===== src/rtl/host_cmd_hub.sv =====
// Host command hub: parses 10-byte host request frames, drives the capture core
// command/argument interface, and returns a 10-byte response frame.
module host_cmd_hub #(
  parameter int unsigned ACK_TIMEOUT = 1024,
  parameter logic [7:0]  SYNC_BYTE   = 8'hA5,
  parameter logic [7:0]  RESP_OK     = 8'h5A,
  parameter logic [7:0]  RESP_TMO    = 8'hE1
) (
  input  logic       clk,
  input  logic       resetn,
  input  logic [7:0] rx_data,
  input  logic       rx_valid,
  output logic       rx_ready,
  output logic [7:0] tx_data,
  output logic       tx_valid,
  input  logic       tx_ready,
  output logic [7:0] command,
  output logic       commandStrobe,
  output logic [7:0] regIn0,
  output logic [7:0] regIn1,
  output logic [7:0] regIn2,
  output logic [7:0] regIn3,
  output logic [7:0] regIn4,
  output logic [7:0] regIn5,
  output logic [7:0] regIn6,
  output logic [7:0] regIn7,
  input  logic [7:0] regOut0,
  input  logic [7:0] regOut1,
  input  logic [7:0] regOut2,
  input  logic [7:0] regOut3,
  input  logic [7:0] regOut4,
  input  logic [7:0] regOut5,
  input  logic [7:0] regOut6,
  input  logic [7:0] regOut7,
  input  logic [7:0] status
);

  localparam int unsigned CW      = $clog2(ACK_TIMEOUT) + 1;
  localparam int unsigned NRESP   = 10;
  localparam int unsigned NARG    = 8;
  localparam logic [7:0]  ACK_CMD = 8'h08;
  localparam logic [7:0]  NOP_OP  = 8'h00;

  typedef enum logic [2:0] {
    IDLE, GET_OP, GET_ARG, STROBE, WAIT_ACK, ACK_STROBE, RESP
  } state_t;

  state_t        state, state_d;
  logic [7:0]    opcode, opcode_d;
  logic [2:0]    idx, idx_d;
  logic [CW-1:0] cnt, cnt_d;
  logic [3:0]    tx_idx, tx_idx_d;
  logic [7:0]    resp [NRESP];
  logic [7:0]    resp_d [NRESP];
  logic [7:0]    reg_in [NARG];
  logic [7:0]    reg_in_d [NARG];
  logic [7:0]    reg_out [NARG];
  logic [7:0]    command_d, tx_data_d, hdr;
  logic          strobe_d, tx_valid_d, rx_ready_d;
  logic          snap, enter_resp, rx_fire, tx_fire;

  assign rx_fire = rx_valid & rx_ready;
  assign tx_fire = tx_valid & tx_ready;

  assign regIn0 = reg_in[0];
  assign regIn1 = reg_in[1];
  assign regIn2 = reg_in[2];
  assign regIn3 = reg_in[3];
  assign regIn4 = reg_in[4];
  assign regIn5 = reg_in[5];
  assign regIn6 = reg_in[6];
  assign regIn7 = reg_in[7];

  always_comb begin
    reg_out[0] = regOut0;
    reg_out[1] = regOut1;
    reg_out[2] = regOut2;
    reg_out[3] = regOut3;
    reg_out[4] = regOut4;
    reg_out[5] = regOut5;
    reg_out[6] = regOut6;
    reg_out[7] = regOut7;
  end

  // Next-state and next-output logic; every output register is loaded from here.
  always_comb begin
    state_d    = state;
    opcode_d   = opcode;
    idx_d      = idx;
    cnt_d      = cnt;
    tx_idx_d   = tx_idx;
    resp_d     = resp;
    reg_in_d   = reg_in;
    command_d  = command;
    strobe_d   = 1'b0;
    tx_data_d  = tx_data;
    tx_valid_d = tx_valid;
    snap       = 1'b0;
    enter_resp = 1'b0;
    hdr        = RESP_OK;

    case (state)
      IDLE: begin
        if (rx_fire && rx_data == SYNC_BYTE) state_d = GET_OP;
      end
      GET_OP: begin
        if (rx_fire) begin
          opcode_d = rx_data;
          idx_d    = '0;
          state_d  = GET_ARG;
        end
      end
      GET_ARG: begin
        if (rx_fire) begin
          reg_in_d[idx] = rx_data;
          idx_d         = idx + 3'd1;
          if (idx == 3'd7) begin
            if (opcode == NOP_OP) begin
              snap       = 1'b1;
              enter_resp = 1'b1;
            end else begin
              state_d   = STROBE;
              command_d = opcode;
              strobe_d  = 1'b1;
            end
          end
        end
      end
      STROBE: begin
        cnt_d   = '0;
        state_d = WAIT_ACK;
      end
      WAIT_ACK: begin
        // Ack wins over a timeout landing on the same cycle.
        if (status[3]) begin
          snap      = 1'b1;
          state_d   = ACK_STROBE;
          command_d = ACK_CMD;
          strobe_d  = 1'b1;
        end else if (cnt + CW'(1) == CW'(ACK_TIMEOUT)) begin
          snap       = 1'b1;
          hdr        = RESP_TMO;
          enter_resp = 1'b1;
        end else begin
          cnt_d = cnt + CW'(1);
        end
      end
      ACK_STROBE: begin
        enter_resp = 1'b1;
      end
      RESP: begin
        if (tx_fire) begin
          if (tx_idx == 4'(NRESP - 1)) begin
            state_d    = IDLE;
            tx_valid_d = 1'b0;
          end else begin
            tx_idx_d  = tx_idx + 4'd1;
            tx_data_d = resp[tx_idx + 4'd1];
          end
        end
      end
      default: state_d = IDLE;
    endcase

    if (snap) begin
      resp_d[0] = hdr;
      resp_d[1] = status;
      for (int i = 0; i < int'(NARG); i++) resp_d[i+2] = reg_out[i];
    end

    // Response header is preloaded so tx_data is valid with tx_valid.
    if (enter_resp) begin
      state_d    = RESP;
      tx_idx_d   = '0;
      tx_valid_d = 1'b1;
      tx_data_d  = resp_d[0];
    end

    rx_ready_d = (state_d == IDLE) || (state_d == GET_OP) || (state_d == GET_ARG);
  end

  always_ff @(posedge clk) begin
    if (!resetn) begin
      state         <= IDLE;
      opcode        <= '0;
      idx           <= '0;
      cnt           <= '0;
      tx_idx        <= '0;
      command       <= '0;
      commandStrobe <= 1'b0;
      tx_data       <= '0;
      tx_valid      <= 1'b0;
      rx_ready      <= 1'b0;
      for (int i = 0; i < int'(NRESP); i++) resp[i] <= '0;
      for (int i = 0; i < int'(NARG); i++) reg_in[i] <= '0;
    end else begin
      state         <= state_d;
      opcode        <= opcode_d;
      idx           <= idx_d;
      cnt           <= cnt_d;
      tx_idx        <= tx_idx_d;
      command       <= command_d;
      commandStrobe <= strobe_d;
      tx_data       <= tx_data_d;
      tx_valid      <= tx_valid_d;
      rx_ready      <= rx_ready_d;
      resp          <= resp_d;
      reg_in        <= reg_in_d;
    end
  end

endmodule


===== config.mk =====
export PLATFORM = sky130hd
export DESIGN_NAME = host_cmd_hub
export DESIGN_NICKNAME = d
export VERILOG_FILES = /design/src/rtl/host_cmd_hub.sv
export SDC_FILE = /design/constraint.sdc
export NUM_CORES = 1
export LEC_CHECK = 0
export CAP_MARGIN = 20
export CORE_UTILIZATION = 27
export CTS_CLUSTER_SIZE = 16
export DETAILED_ROUTE_END_ITERATION = 10
export DONT_BUFFER_PORTS = 1
export PLACE_DENSITY = 0.36
export SLEW_MARGIN = 10
export SYNTH_ARGS = -nofsm -noshare
export SYNTH_HDL_FRONTEND = slang
export SYNTH_SLANG_ARGS = --single-unit

===== constraint.sdc =====
create_clock -name clk -period 5.1 [get_ports clk]
set_input_delay 1.275 -clock clk [delete_from_list [all_inputs] [get_ports clk]]
set_output_delay 1.275 -clock clk [all_outputs]
set_load 0.02 [all_outputs]

==> results of run 1 <==
## placed cells by master, fill, tap and decap left out, drive strengths merged, types with 4 or more instances in the layout
master	count
clkinv	4
or3	5
dfxtp	192
o21ai	14
nor2	118
nor3	5
mux2i	88
a31oi	12
o22ai	5
inv	14
or2	4
mux4	16
nor4	7
ha	6
xnor2	6
nand4b	4
nand2	170
a21oi	101
xor2	4
and3	10
clkbuf	18
nand3	10
buf	14
## worst max-delay path by stage
stage               slack (ps)  depth (start not counted)         end
global placement          1410                          7    resp[11]
detailed placement        1390                          7    resp[55]
global route              1510                          8    resp[55]
finish                    1850                          8    resp[55]
CTS                       1780                          8    resp[46]
floorplan                 2160                         10  tx_data[6]
## stage by stage
step / power (mW) / instance area, um^2 / util / std cells
3_3_place_gp: 1.57 / 8440 / 0.283 / 1225
5_1_grt: 2.94 / 9030 / 0.303 / 1259
4_1_cts: 2.88 / 8990 / 0.302 / 1257
6_report: 2.83 / 9040 / 0.303 / 1261
2_1_floorplan: 1.57 / 8210 / - / 893
3_5_place_dp: 1.57 / 8440 / 0.283 / 1225
## flip-flops by register name (all words and copies together) (netlist names), 8 cells and up
signal   count
regIn1       8
opcode       8
regIn6       8
regIn4       8
resp        80
tx_data      8
command      8
regIn2       8
regIn0       8
cnt         11
regIn3       8
regIn5       8
regIn7       8
## cell families after synthesis
kind of cell             synth area share
multiplexers                        0.153
AO/OA/AOI/OAI                       0.124
buffers and inverters              0.0494
adder cells (fa/ha/maj)           0.00914
XOR/XNOR                           0.0107
flip-flops                          0.468
AND/OR/NAND/NOR                     0.187
## metal layers
layer  wire [um]  global-route usage  up-vias
met3        2030              0.0644       12
met5          27                   0        -
met2       10200               0.222      125
met1       11300               0.210     2863
li1            -                   -     2989
met4         134              0.0399        4
## power by group through the flow
stage	logic, mW	registers, mW	clock network, mW
floorplan	0.0331	1.53	0
global placement	0.0356	1.53	0
detailed placement	0.0351	1.53	0
CTS	0.0353	1.50	1.34
global route	0.0404	1.50	1.40
finish	0.0365	1.50	1.29
## layout make-up
| class | instances | area (um^2) | area share |
|---|---|---|---|
| Clock buffer | 18 | 429 | 0.0475 |
| Timing Repair Buffer | 14 | 129 | 0.0143 |
| Antenna cell | 2 | 5.00 | 0.000554 |
| Tap cell | 390 | 488 | 0.0540 |
| Sequential cell | 192 | 3840 | 0.426 |
| Inverter | 6 | 27.5 | 0.00305 |
| Multi-Input combinational cell | 625 | 3990 | 0.442 |
| Clock inverter | 14 | 120 | 0.0133 |
## worst reg2reg max path, delay by kind of cell (launching register included)
kind                     cells  cell delay [ps]
AO/OA/AOI/OAI                4             1950
adder cells (fa/ha/maj)      1              300
AND/OR/NAND/NOR              3              580
flip-flops                   1              350
==> flow_summary.ini, run 1 <==
[critical_path]
crit_top_cell = nand2_1
cpMaxStageDelayCell = a21o_4
crit_arrival_ps = 3600
r2r-end = resp[55]
end_kind = flip-flop
critPathRequiredTime_ps = 5460
path_class = reg -> reg
path_cells = ha_1 -> nand2_1 -> nand3_1 -> a211o_1 -> a2111oi_4 -> a21o_4 -> nand2_1 -> a21oi_1
rrSetupSlack_ps = 1850
max_stage_delay_ps = 750
r2r_start = cnt[0]
r2r.worst_path.cells = 8
cp_max_fo = 74
startpoint = cnt[0]
startpoint_type = flip-flop
critPathTopFamily = compound AO/OA/AOI/OAI gates
crit_buf_inv = 0

[global_route]
grt_max_degree = 118
grt_first_pass_wirelength_mm = 36.4
track_usage = 0.154
antenna_found_initial = 3
overflow = 0
grt_pass1_vias = 5857

[logic_synthesis]
synth_area_per_cell_um2 = 9.20
yosysWarnings = 0
synthCells = 893
ys_types = 59
synthTopCellsByArea = dfxtp_1 (47%), mux2i_1 (11%), nand2_1 (6.9%)
syn_nets = 983
ys_async_sr_fraction = 0
ys_ff_latch = 192
ys_top_cells_by_count = dfxtp_1 (192), nand2_1 (150), nor2_1 (118), mux2i_1 (88), a21oi_1 (75)
yosysSeqAreaShare = 0.468
synth_most_common_cell = dfxtp_1
yosysTopAreaCell = dfxtp_1
synthesis.area_um2 = 8210
yosysTopAreaCellShare = 0.468
synth_ff_type = dfxtp_1
synth-edff-count = 0

[route]
num_vias = 5993
drt-vias-per-instance = 4.75
drt_iter0_drc = 320
dr.pass1.iters = 4
finalWirelength_mm = 23.7
wire_per_inst_um = 18.8
ant_nets = 0
route.detailed.drc = 0

[sta]
setup_viol = 0
skew_ps = 13.1
fin_hold_ws_ps = 450
min_period_over_period = 0.637
slew_headroom = 0.339
finalMaxSlewViolations = 0
rsz0062_at_grt = false
finalWorstPathRequiredPeriod_ps = 3250
hold_viol = 0
fin_tns_setup_ps = 0
timing.final.ws_setup_ps = 1850
tightest_slew_ps = 988
fmax_mhz = 308

[power_and_ir_drop]
power_frac_clock = 0.457
p_leak_nw = 3.20
swShare = 0.239
seqPwrFrac = 0.531
combPwrFrac = 0.013
p_int_mw = 2.15
p_per_area_nw_per_um2 = 313
power_switching_mw = 0.676
peakVddDrop_v = 0.000211

[floorplan]
die-area_um2 = 31100
placementRows = 63
die_x_um = 176
coreArea_um2 = 29800
dieHeight_um = 176
initial_core_util = 0.276
ios = 167

[clocking]
cts_resized = 0
clk_latency_ps = 430
cts_root_buffer = clkbuf_16
clockBufferDepth = 2
cts_buffers = 17
cts_tree = built
post-cts-setup-buffers = 0
htree_levels = 4
clk_pin_slew_ps = 70
cts.sinks = 192
holdBufCountCts = 0

[place]
place_ws_ps = 1390
numPortBuffers = 0
place_congestion = 0.702
hpwlAfterDp_mm = 16.1

[cells_and_area]
syn2layout_area_growth_pct = 10.0
drive_above_1_share = 0.142
fillers = 3191
fin_nets = 946

[hold_path]
worstHoldStart = resp[36]
hold_depth = 2
hold_class = reg -> reg
worstHoldEndpoint = resp[36]

[status]
outcome = finished clean

[run]
maxCapViolations = 0
No activity file was read; power rests on OpenSTA's default activity.
==> run 2: changes to the inputs <==
clock period = 3.3 ns   (was 5.1 ns; I/O delays follow)
==> run 2 against run 1 <==
  * Worst hold slack improved by 2.2 ps
  * Sequential share of layout area is 0.92 points lower
  * Non-clock buffer count increased by 15
  * Largest power group unchanged
  * Highest routed layer is now met4
==> flow_summary.ini, run 2 (synthesized netlist as in run 1, its figures left out) <==
[status]
outcome = finished clean

[clocking]
cts_root_buffer = clkbuf_16
clockBufferDepth = 2
cts_tree = built
cts_buffers = 17
clk_latency_ps = 460
clk_pin_slew_ps = 80
holdBufCountCts = 0
cts.sinks = 192
htree_levels = 4
post-cts-setup-buffers = 0
cts_resized = 0

[sta]
slew_headroom = 0.374
finalWorstPathRequiredPeriod_ps = 2830
setup_viol = 0
hold_viol = 0
rsz0062_at_grt = false
skew_ps = 21.4
min_period_over_period = 0.859
finalMaxSlewViolations = 0
fin_tns_setup_ps = 0
tightest_slew_ps = 935
fmax_mhz = 353

[power_and_ir_drop]
combPwrFrac = 0.013
swShare = 0.247
p_leak_nw = 3.31
power_frac_clock = 0.478
fin_total_pwr_mw = 4.54
power_switching_mw = 1.12
seqPwrFrac = 0.510
p_int_mw = 3.42
p_per_area_nw_per_um2 = 492
peakVddDrop_v = 0.000356

[critical_path]
crit_arrival_ps = 3120
crit_buf_inv = 0
critPathTopFamily = simple AND/OR/NAND/NOR gates
path_class = reg -> reg
cpMaxStageDelayCell = dfxtp_1
max_stage_delay_ps = 540
cp_max_fo = 9
path_cells = nand3b_1 -> or2_1 -> nor3_1 -> or2_2 -> a21oi_1 -> nand2_1 -> nor4_1
critPathRequiredTime_ps = 3590
startpoint_type = flip-flop
end_kind = flip-flop

[route]
num_vias = 6091
finalWirelength_mm = 24.0
ant_nets = 0
route.detailed.drc = 0
drt-vias-per-instance = 4.78
wire_per_inst_um = 18.8
dr.pass1.iters = 4
drt_iter0_drc = 388

[floorplan]
coreArea_um2 = 29800
placementRows = 63
die_x_um = 176
dieHeight_um = 176
die-area_um2 = 31100
ios = 167
initial_core_util = 0.276

[cells_and_area]
regMostFlops = resp
drive_above_1_share = 0.157
syn2layout_area_growth_pct = 12.5
largest_reg_flops = 80
final_common_cell = dfxtp_1
top_regs = resp x80, cnt x11
fin_nets = 961
fin_area_um2 = 9240
final_cell_mix = dfxtp_1 (191), nand2_1 (150), nor2_1 (118), mux2i_1 (88), a21oi_1 (75)
diodes = 0
fin_util = 0.310

[global_route]
overflow = 0
grt_first_pass_wirelength_mm = 37.0
track_usage = 0.157
grt_max_degree = 68
grt_pass1_vias = 5969
antenna_found_initial = 0

[place]
hpwlAfterDp_mm = 16.7
place_area_um2 = 8620
numPortBuffers = 0
place_congestion = 0.736

[hold_path]
hold_class = reg -> reg

[run]
maxCapViolations = 0
run 2: worst reg2reg max path: stages, from the launching register on:
cell      delay [ps]
dfxtp_1          540
nand3b_1         260
or2_1            320
nor3_1           150
or2_2            400
a21oi_1          250
nand2_1          220
nor4_1           530
run 2: final timing paths:
| check | from | endpoint | depth (start not counted) | slack [ps] |
|---|---|---|---|---|
| max | state[2] | rx_ready | 7 | 470 |
| min | resp[55] | resp[55] | 2 | 450 |
| max reg2reg | state[2] | rx_ready | 7 | 470 |
| min reg2reg | resp[55] | resp[55] | 2 | 450 |
run 2: per-layer routing:
metal  vias to the layer above  routed length [um]  GRT usage
met2                       137               10600      0.234
met3                        14                1890     0.0590
met4                         0                 279     0.0463
met1                      2919               11200      0.210
met5                         -                   0          0
li1                       3021                   -          -
run 2: cell type report:
type / count / area (um^2)
sequential: 192 / 3840
timing repair buffer: 29 / 268
clock buffer: 17 / 425
inverter: 6 / 27.5
fill: 3161 / 20600
tap: 390 / 488
multi-input combinational: 625 / 3990
clock inverter: 15 / 189
run 2: power groups by stage:
stage | sequential, mW | clock (mW) | combinational [mW]
after floorplan | 2.37 | 0 | 0.0511
after global placement | 2.37 | 0 | 0.0603
after detailed placement | 2.37 | 0 | 0.0595
after CTS | 2.32 | 2.26 | 0.0595
after global routing | 2.32 | 2.34 | 0.0639
final | 2.32 | 2.17 | 0.0578
run 2: stage by stage:
step           cells  setup slack (ps)  hold WS [ps]
3_5_place_dp    1242               220           443
6_report        1274               466           452
3_3_place_gp    1242               265           436
4_1_cts         1274               399           454
2_1_floorplan    893               806           429
5_1_grt         1274               208           469
==> run 3: changes to the inputs <==
--- a/config.mk
+++ b/config.mk
@@ -6,5 +6,4 @@
 export NUM_CORES = 1
 export LEC_CHECK = 0
-export CAP_MARGIN = 20
 export CORE_UTILIZATION = 27
 export CTS_CLUSTER_SIZE = 16
==> constraint.sdc (replaced) <==
create_clock -name clk -period 3.3 [get_ports clk]
set_input_delay 0.825 -clock clk [delete_from_list [all_inputs] [get_ports clk]]
set_output_delay 0.825 -clock clk [all_outputs]
set_load 0.1 [all_outputs]
==> run 3 against run 2 <==
  * Worst setup slack better by 18 ps
  * Cell count is 0.55% lower
  * Die area unchanged
  * Largest cell class unchanged
  * Clock skew decreased by 7.2 ps
  * Highest routed layer is now met5
==> flow_summary.ini, run 3 (synthesized netlist as in run 1, its figures left out) <==
[critical_path]
path_class = reg -> reg
end_kind = flip-flop
critPathRequiredTime_ps = 3680
rrSetupSlack_ps = 480
crit_arrival_ps = 3200
r2r-end = resp[68]
r2r_start = cnt[0]
startpoint_type = flip-flop
cp_max_fo = 26
r2r.worst_path.cells = 10

[hold_path]
hold_depth = 2
worstHoldStart = resp[36]
hold_class = reg -> reg
worstHoldEndpoint = resp[36]

[global_route]
overflow = 0
antenna_found_initial = 2
grt_pass1_vias = 5858
track_usage = 0.154
grt_first_pass_wirelength_mm = 35.9
grt_max_degree = 82

[cells_and_area]
syn2layout_area_growth_pct = 11.9
diodes = 0
fin_nets = 954
finalNonFillerCells = 1267
final_common_cell = dfxtp_1
largest_reg_flops = 80
drive_above_1_share = 0.151
top_regs = resp x80, cnt x11
final_cell_mix = dfxtp_1 (191), nand2_1 (150), nor2_1 (118), mux2i_1 (88), a21oi_1 (75)
regMostFlops = resp

[sta]
finalMaxSlewViolations = 0
timing.final.ws_setup_ps = 483
fin_tns_setup_ps = 0
fmax_mhz = 355
fin_hold_ws_ps = 448
tightest_slew_ps = 1110
rsz0062_at_grt = false
slew_headroom = 0.256
setup_viol = 0
finalWorstPathRequiredPeriod_ps = 2820
skew_ps = 14.2
hold_viol = 0
min_period_over_period = 0.854

[clocking]
cts_resized = 0
cts_tree = built
clk_pin_slew_ps = 80
cts_buffers = 17
clk_latency_ps = 450
cts_root_buffer = clkbuf_16
cts.sinks = 192
post-cts-setup-buffers = 0
htree_levels = 4
clockBufferDepth = 2
holdBufCountCts = 0

[route]
route.detailed.drc = 0
drt-vias-per-instance = 4.69
ant_nets = 0
num_vias = 5942
finalWirelength_mm = 23.5
wire_per_inst_um = 18.5
dr.pass1.iters = 4
drt_iter0_drc = 321

[place]
hpwlAfterDp_mm = 16.1
place_ws_ps = 276
numPortBuffers = 0
dp.cells = 1235
place_congestion = 0.714

[power_and_ir_drop]
combPwrFrac = 0.013
p_int_mw = 3.49
power_switching_mw = 1.11
power_frac_clock = 0.484
peakVddDrop_v = 0.000371
swShare = 0.242
p_per_area_nw_per_um2 = 501
p_leak_nw = 3.29
seqPwrFrac = 0.503
fin_total_pwr_mw = 4.60

[floorplan]
coreArea_um2 = 29800
dieHeight_um = 176
die_x_um = 176
placementRows = 63
ios = 167
initial_core_util = 0.276
die-area_um2 = 31100

[run]
maxCapViolations = 0

[status]
outcome = finished clean
[run 3: cell count changes in the layout (fill, tap and decap cells not counted)]
cell        change
inv_6           -4
clkinv_8        -2
bufinv_16       +1
clkinvlp_4      -1
inv_8           +2
clkinv_4        +3
clkinv_2        +1
buf_4           -7
[run 3: worst max-delay path by stage]
stage                   from    endpoint  slack (ps)  depth (start not counted)
global route          cnt[1]      cnt[8]         220                          9
floorplan           rx_ready  tx_data[6]         510                         10
detailed placement  rx_valid    resp[68]         280                          8
global placement    rx_valid    resp[68]         330                          8
finish                cnt[0]    resp[68]         480                         10
CTS                   cnt[0]    resp[68]         450                         10
[run 3: power by group through the flow]
stage                     clock network (mW)  registers [mW]  logic (mW)
after detailed placement                   0            2.37      0.0636
after CTS                               2.31            2.32      0.0636
after global routing                    2.40            2.32      0.0671
after global placement                     0            2.37      0.0645
final                                   2.23            2.32      0.0621
after floorplan                            0            2.37      0.0511
[run 3: cell type report]
cell class              count  area (um^2)
clock buffers              17          425
flip-flops and latches    192         3840
clock inverters            15          198
repair buffers             22          215
well taps                 390          488
inverters                   6         27.5
fillers                  3157        20600
multi-input cells         625         3990
[run 3: stage by stage]
stage,utilization,area (um^2)
3_3_place_gp,0.288,8570
4_1_cts,0.308,9190
2_1_floorplan,-,8210
3_5_place_dp,0.288,8570
5_1_grt,0.308,9190
6_report,0.308,9190
[run 3: critical path, stage by stage (launching register included)]
cell,delay (ps)
dfxtp_1,410
ha_1,330
nand2_1,190
xnor2_1,180
o31a_1,210
a2111oi_4,40
buf_4,190
a21oi_4,650
buf_4,330
nand2_1,100
a21oi_2,110
[run 3: metal layers]
| metal | wire (um) | vias to the layer above | track usage |
|---|---|---|---|
| li1 | - | 3022 | - |
| met3 | 1780 | 17 | 0.0586 |
| met5 | 31 | - | 0 |
| met1 | 11400 | 2777 | 0.210 |
| met2 | 9980 | 122 | 0.220 |
| met4 | 318 | 4 | 0.0514 |
==> patch 1: new RTL, settings of run 3 <==
`tx_data` no longer has a reset.
--- a/src/rtl/host_cmd_hub.sv
+++ b/src/rtl/host_cmd_hub.sv
@@ -189,5 +189,4 @@
       command       <= '0;
       commandStrobe <= 1'b0;
-      tx_data       <= '0;
       tx_valid      <= 1'b0;
       rx_ready      <= 1'b0;
@@ -202,5 +201,4 @@
       command       <= command_d;
       commandStrobe <= strobe_d;
-      tx_data       <= tx_data_d;
       tx_valid      <= tx_valid_d;
       rx_ready      <= rx_ready_d;
@@ -210,4 +208,8 @@
   end
 
+  always_ff @(posedge clk) begin
+    tx_data <= tx_data_d;
+  end
+
 endmodule
 
Formal check against the unedited RTL: same outputs for any inputs over 10 cycles, from zero or initial values and one cycle with resetn low; that may be too few to reach the edited logic, so the function may still have changed.
==> patch 1 against run 3 <==
- first-iteration DRC count is 5.0% higher
- routed wire length is 3.4% higher
- cell area is 3.8% higher
- area after synthesis is 4.4% higher
- total power is 1.8% lower
- sequential cell count stayed put
- core utilization hardly changed
- worst setup slack worse by 140 ps
- critical path type unchanged
- critical endpoint is now resp[10]
- largest power group unchanged
==> patch 1: results (changes against run 3) <==
status completed; Routed met2 length 10,200 µm (+2.4%); Synth area leaders dfxtp_1 43%, mux2i_1 19%, nand2_1 8.0%; hold_ws 459 ps (+10.9 ps); Critical Path Fanout Max 35 (+35%); relative slew slack 30.5% (+4.9 points); Post-synth top cells 184 x dfxtp_1, 183 x nand2_1, 161 x mux2i_1; DP Worst Slack 327 ps (+51.1 ps); Pleak 0.00379 µW (+15%); initial drt markers 337 (+5.0%); Setup Skew 14.8 ps (+0.552 ps); placed cell areas 8950 µm² (+4.4%); pin count of the biggest net entering global routing 170 (+110%); Max Fclk 0.338 GHz (-4.7%); dpl hpwl 16,300 µm (+0.89%); number of library cell types mapped by synthesis 65 (+10%); met1 Use GR 21.0% (-0.022 points); sequential area share after synthesis 45.7% (-1.1 points); met2 GRT Util 21.6% (-0.45 points); WL final 24,300 µm (+3.4%); met3 GRT Util 5.52% (-0.34 points); vias post-DR 6,040 (+1.6%); clock group total power 2130 µW (-4%); Overall Global Routing Usage 15.1% (-0.33 points); max layer used met4; Net Count, Synth 977 (-0.61%); WP data arrival 3320 ps (+120 ps); gpl congestion 0.730 (+2.3%); hold_sp resp[46]; Worst Hold End resp[46]; r2r endpoint resp[10]; first-pass GRT wire length 37,100 µm (+3.1%); clock share of power 47.1% (-1.3 points); Syn Area/Cell 9.67 µm² (+5.2%); CTS root buf clkbuf_16; met1 wire length 12,100 µm (+6.2%); delay-heaviest family, CP simple AND/OR/NAND/NOR gates; initial antenna violation count 0 (-2); worst r2r path cells 8 (-2); setup slack, reg-to-reg 340 ps (-140 ps); worst vdd ir 0.000378 V (+1.7%); Switch Pwr 1090 µW (-2.1%); EDFF count, synth 8 (+8); CP max stage delay 630 ps (-20 ps); Vias/cell 4.74 (+1.2%)
patch 1: cell types whose count changed in the layout (fill, tap and decap cells not counted), sizes merged, moves of 5 or more:
cell,before,now
nor2,118,99
a31oi,12,7
edfxtp,0,8
a21oi,101,16
and3,10,1
and2,0,6
nand3,10,20
nand2,170,183
mux2i,88,161
dfxtp,192,184
patch 1: kinds of logic (layout without fill, tap and decap cells):
family	Yosys count	after routing	share of synthesized area, %
buffers and inverters	75	65	4.54
and+or+nand+nor	347	347	18.0
muxes	178	178	23.2
xor gates and xnor gates	9	9	0.919
DFF	192	192	45.7
adders and majority gates	6	6	0.875
AOI/OAI and AO/OA	80	80	6.78
patch 1: area by class of cell:
class	instances	area [µm²]
clock buffer	17	425
multi-input combinational	620	4290
clock inverter	15	171
sequential	192	3930
timing repair buffer	24	205
inverter	9	33.8
tap	396	495
fill	3282	21400
patch 1: worst min-delay path: cells and delay by family (launching register included):
kind / cells / cell delay, ps
simple gates: 1 / 50
flops: 1 / 310
mux: 1 / 50
==> patch 2: new RTL, flow settings as in run 3 <==
Made on the original files. Set the parameter `RESP_TMO` to 8'hA8 (it was 8'hE1).
--- a/src/rtl/host_cmd_hub.sv
+++ b/src/rtl/host_cmd_hub.sv
@@ -5,5 +5,5 @@
   parameter logic [7:0]  SYNC_BYTE   = 8'hA5,
   parameter logic [7:0]  RESP_OK     = 8'h5A,
-  parameter logic [7:0]  RESP_TMO    = 8'hE1
+  parameter logic [7:0]  RESP_TMO    = 8'hA8
 ) (
   input  logic       clk,
Behaviour: same outputs for any inputs over 10 cycles, from zero or initial values and one cycle with resetn low; that may be too few to reach the edited logic, so the function may still have changed.
==> patch 2 against run 3 <==
- the flow now finishes with violations (design-rule violations)
- area after synthesis is 3.5% higher
- combinational power is 7.4% higher
- sequential power hardly changed
- global-route usage is 0.23 points lower
- non-clock buffer count is 2 lower
- sequential cell count stayed put
- critical path depth is 3 lower
- worst setup slack better by 110 ps
- routed wire length is 1.3% higher
- cell area is 2.2% higher
- total power is 4.2% lower
- die area is 3.5% higher
- clock skew is 3.7 ps lower
==> patch 2: results (changes against run 3) <==
Switch Pwr 1060 µW (-4.9%); vias post-DR 6,064 (+2.1%); status finished, violations left; # DRC 8 (+8); gpl congestion 0.765 (+7.2%); worst vdd ir 0.000347 V (-6.7%); WL met3 1730 µm (-2.7%); Syn Area/Cell 9.42 µm² (+2.5%); Pre-Repair DR Iteration Count 7 (+3); Overall Global Routing Usage 15.2% (-0.23 points); pin count of the biggest net entering global routing 154 (+88%); Routed met2 length 10,200 µm (+1.8%); Gate power share 1.5% (+0.2 points); failing checks design-rule violations; dpl hpwl 16,400 µm (+1.6%); r2r endpoint cnt[0]; max layer used met4; met1 Use GR 20.6% (-0.42 points); initial antenna violation count 0 (-2); Critical Path Fanout Max 16 (-38%); Worst path slowest cell o311a_1; hold_sp resp[5]; hold_ws 458 ps (+10.0 ps); Pleak 0.00391 µW (+19%); placed insts 1,243 (+0.65%); post-synthesis adder-cell area fraction 0.883% (-0.031 points); share of cells above drive strength 1 9.67% (-5.4 points); multiplexer area fraction after synthesis 23.2% (+8.0 points); Vias/cell 4.76 (+1.4%); met2 GRT Util 22.5% (+0.48 points); first-pass GRT wire length 37,400 µm (+4.1%); placed cell areas 8830 µm² (+3.1%); sequential power share 52.5% (+2.2 points); Net Count, Synth 992 (+0.92%); DP Worst Slack 588 ps (+312 ps); Post-synth top cells 192 x dfxtp_1, 187 x nand2_1, 159 x mux2i_1; number of library cell types mapped by synthesis 61 (+3.4%); Synth Area in Compound Gates 6.31% (-6.1 points); DR WL/cell 18.7 µm (+0.66%); Synth area leaders dfxtp_1 45%, mux2i_1 19%, nand2_1 8.3%; met1 wire length 11,700 µm (+2.7%); Setup Skew 10.5 ps (-3.70 ps)
## patch 2: changes by cell type after synthesis, moves of 9 or more
cell            run 3  this run
nor2_1            118        99
nand4_1             2        11
mux2i_1            88       159
o21ai_0            14         3
nand2_2            20         0
a21oi_2            26         0
a21oi_1            75        24
nand2_1           150       187
## patch 2: tightest hold or removal path: stages (launching register included)
cell and delay [ps]:
dfxtp_1 310, nand2_1 50, mux2i_1 50
## patch 2: how the worst max path moves through the flow
stage	from	end	slack, ps	cells after the start
2_1_floorplan	tx_valid	tx_data[5]	700	6
6_report	cnt[0]	cnt[0]	600	7
4_1_cts	cnt[0]	cnt[0]	560	7
3_3_place_gp	rx_valid	resp[72]	590	7
3_5_place_dp	cnt[0]	cnt[0]	590	7
5_1_grt	cnt[0]	tx_idx[1]	420	7
## patch 2: layout make-up
cell class                 count  area (µm²)
timing repair buffer          20         175
tap                          396         495
inverter                       7        26.3
fill                        3292       21400
clock inverter                13         119
sequential                   192        3840
multi-input combinational    628        4290
clock buffer                  19         443
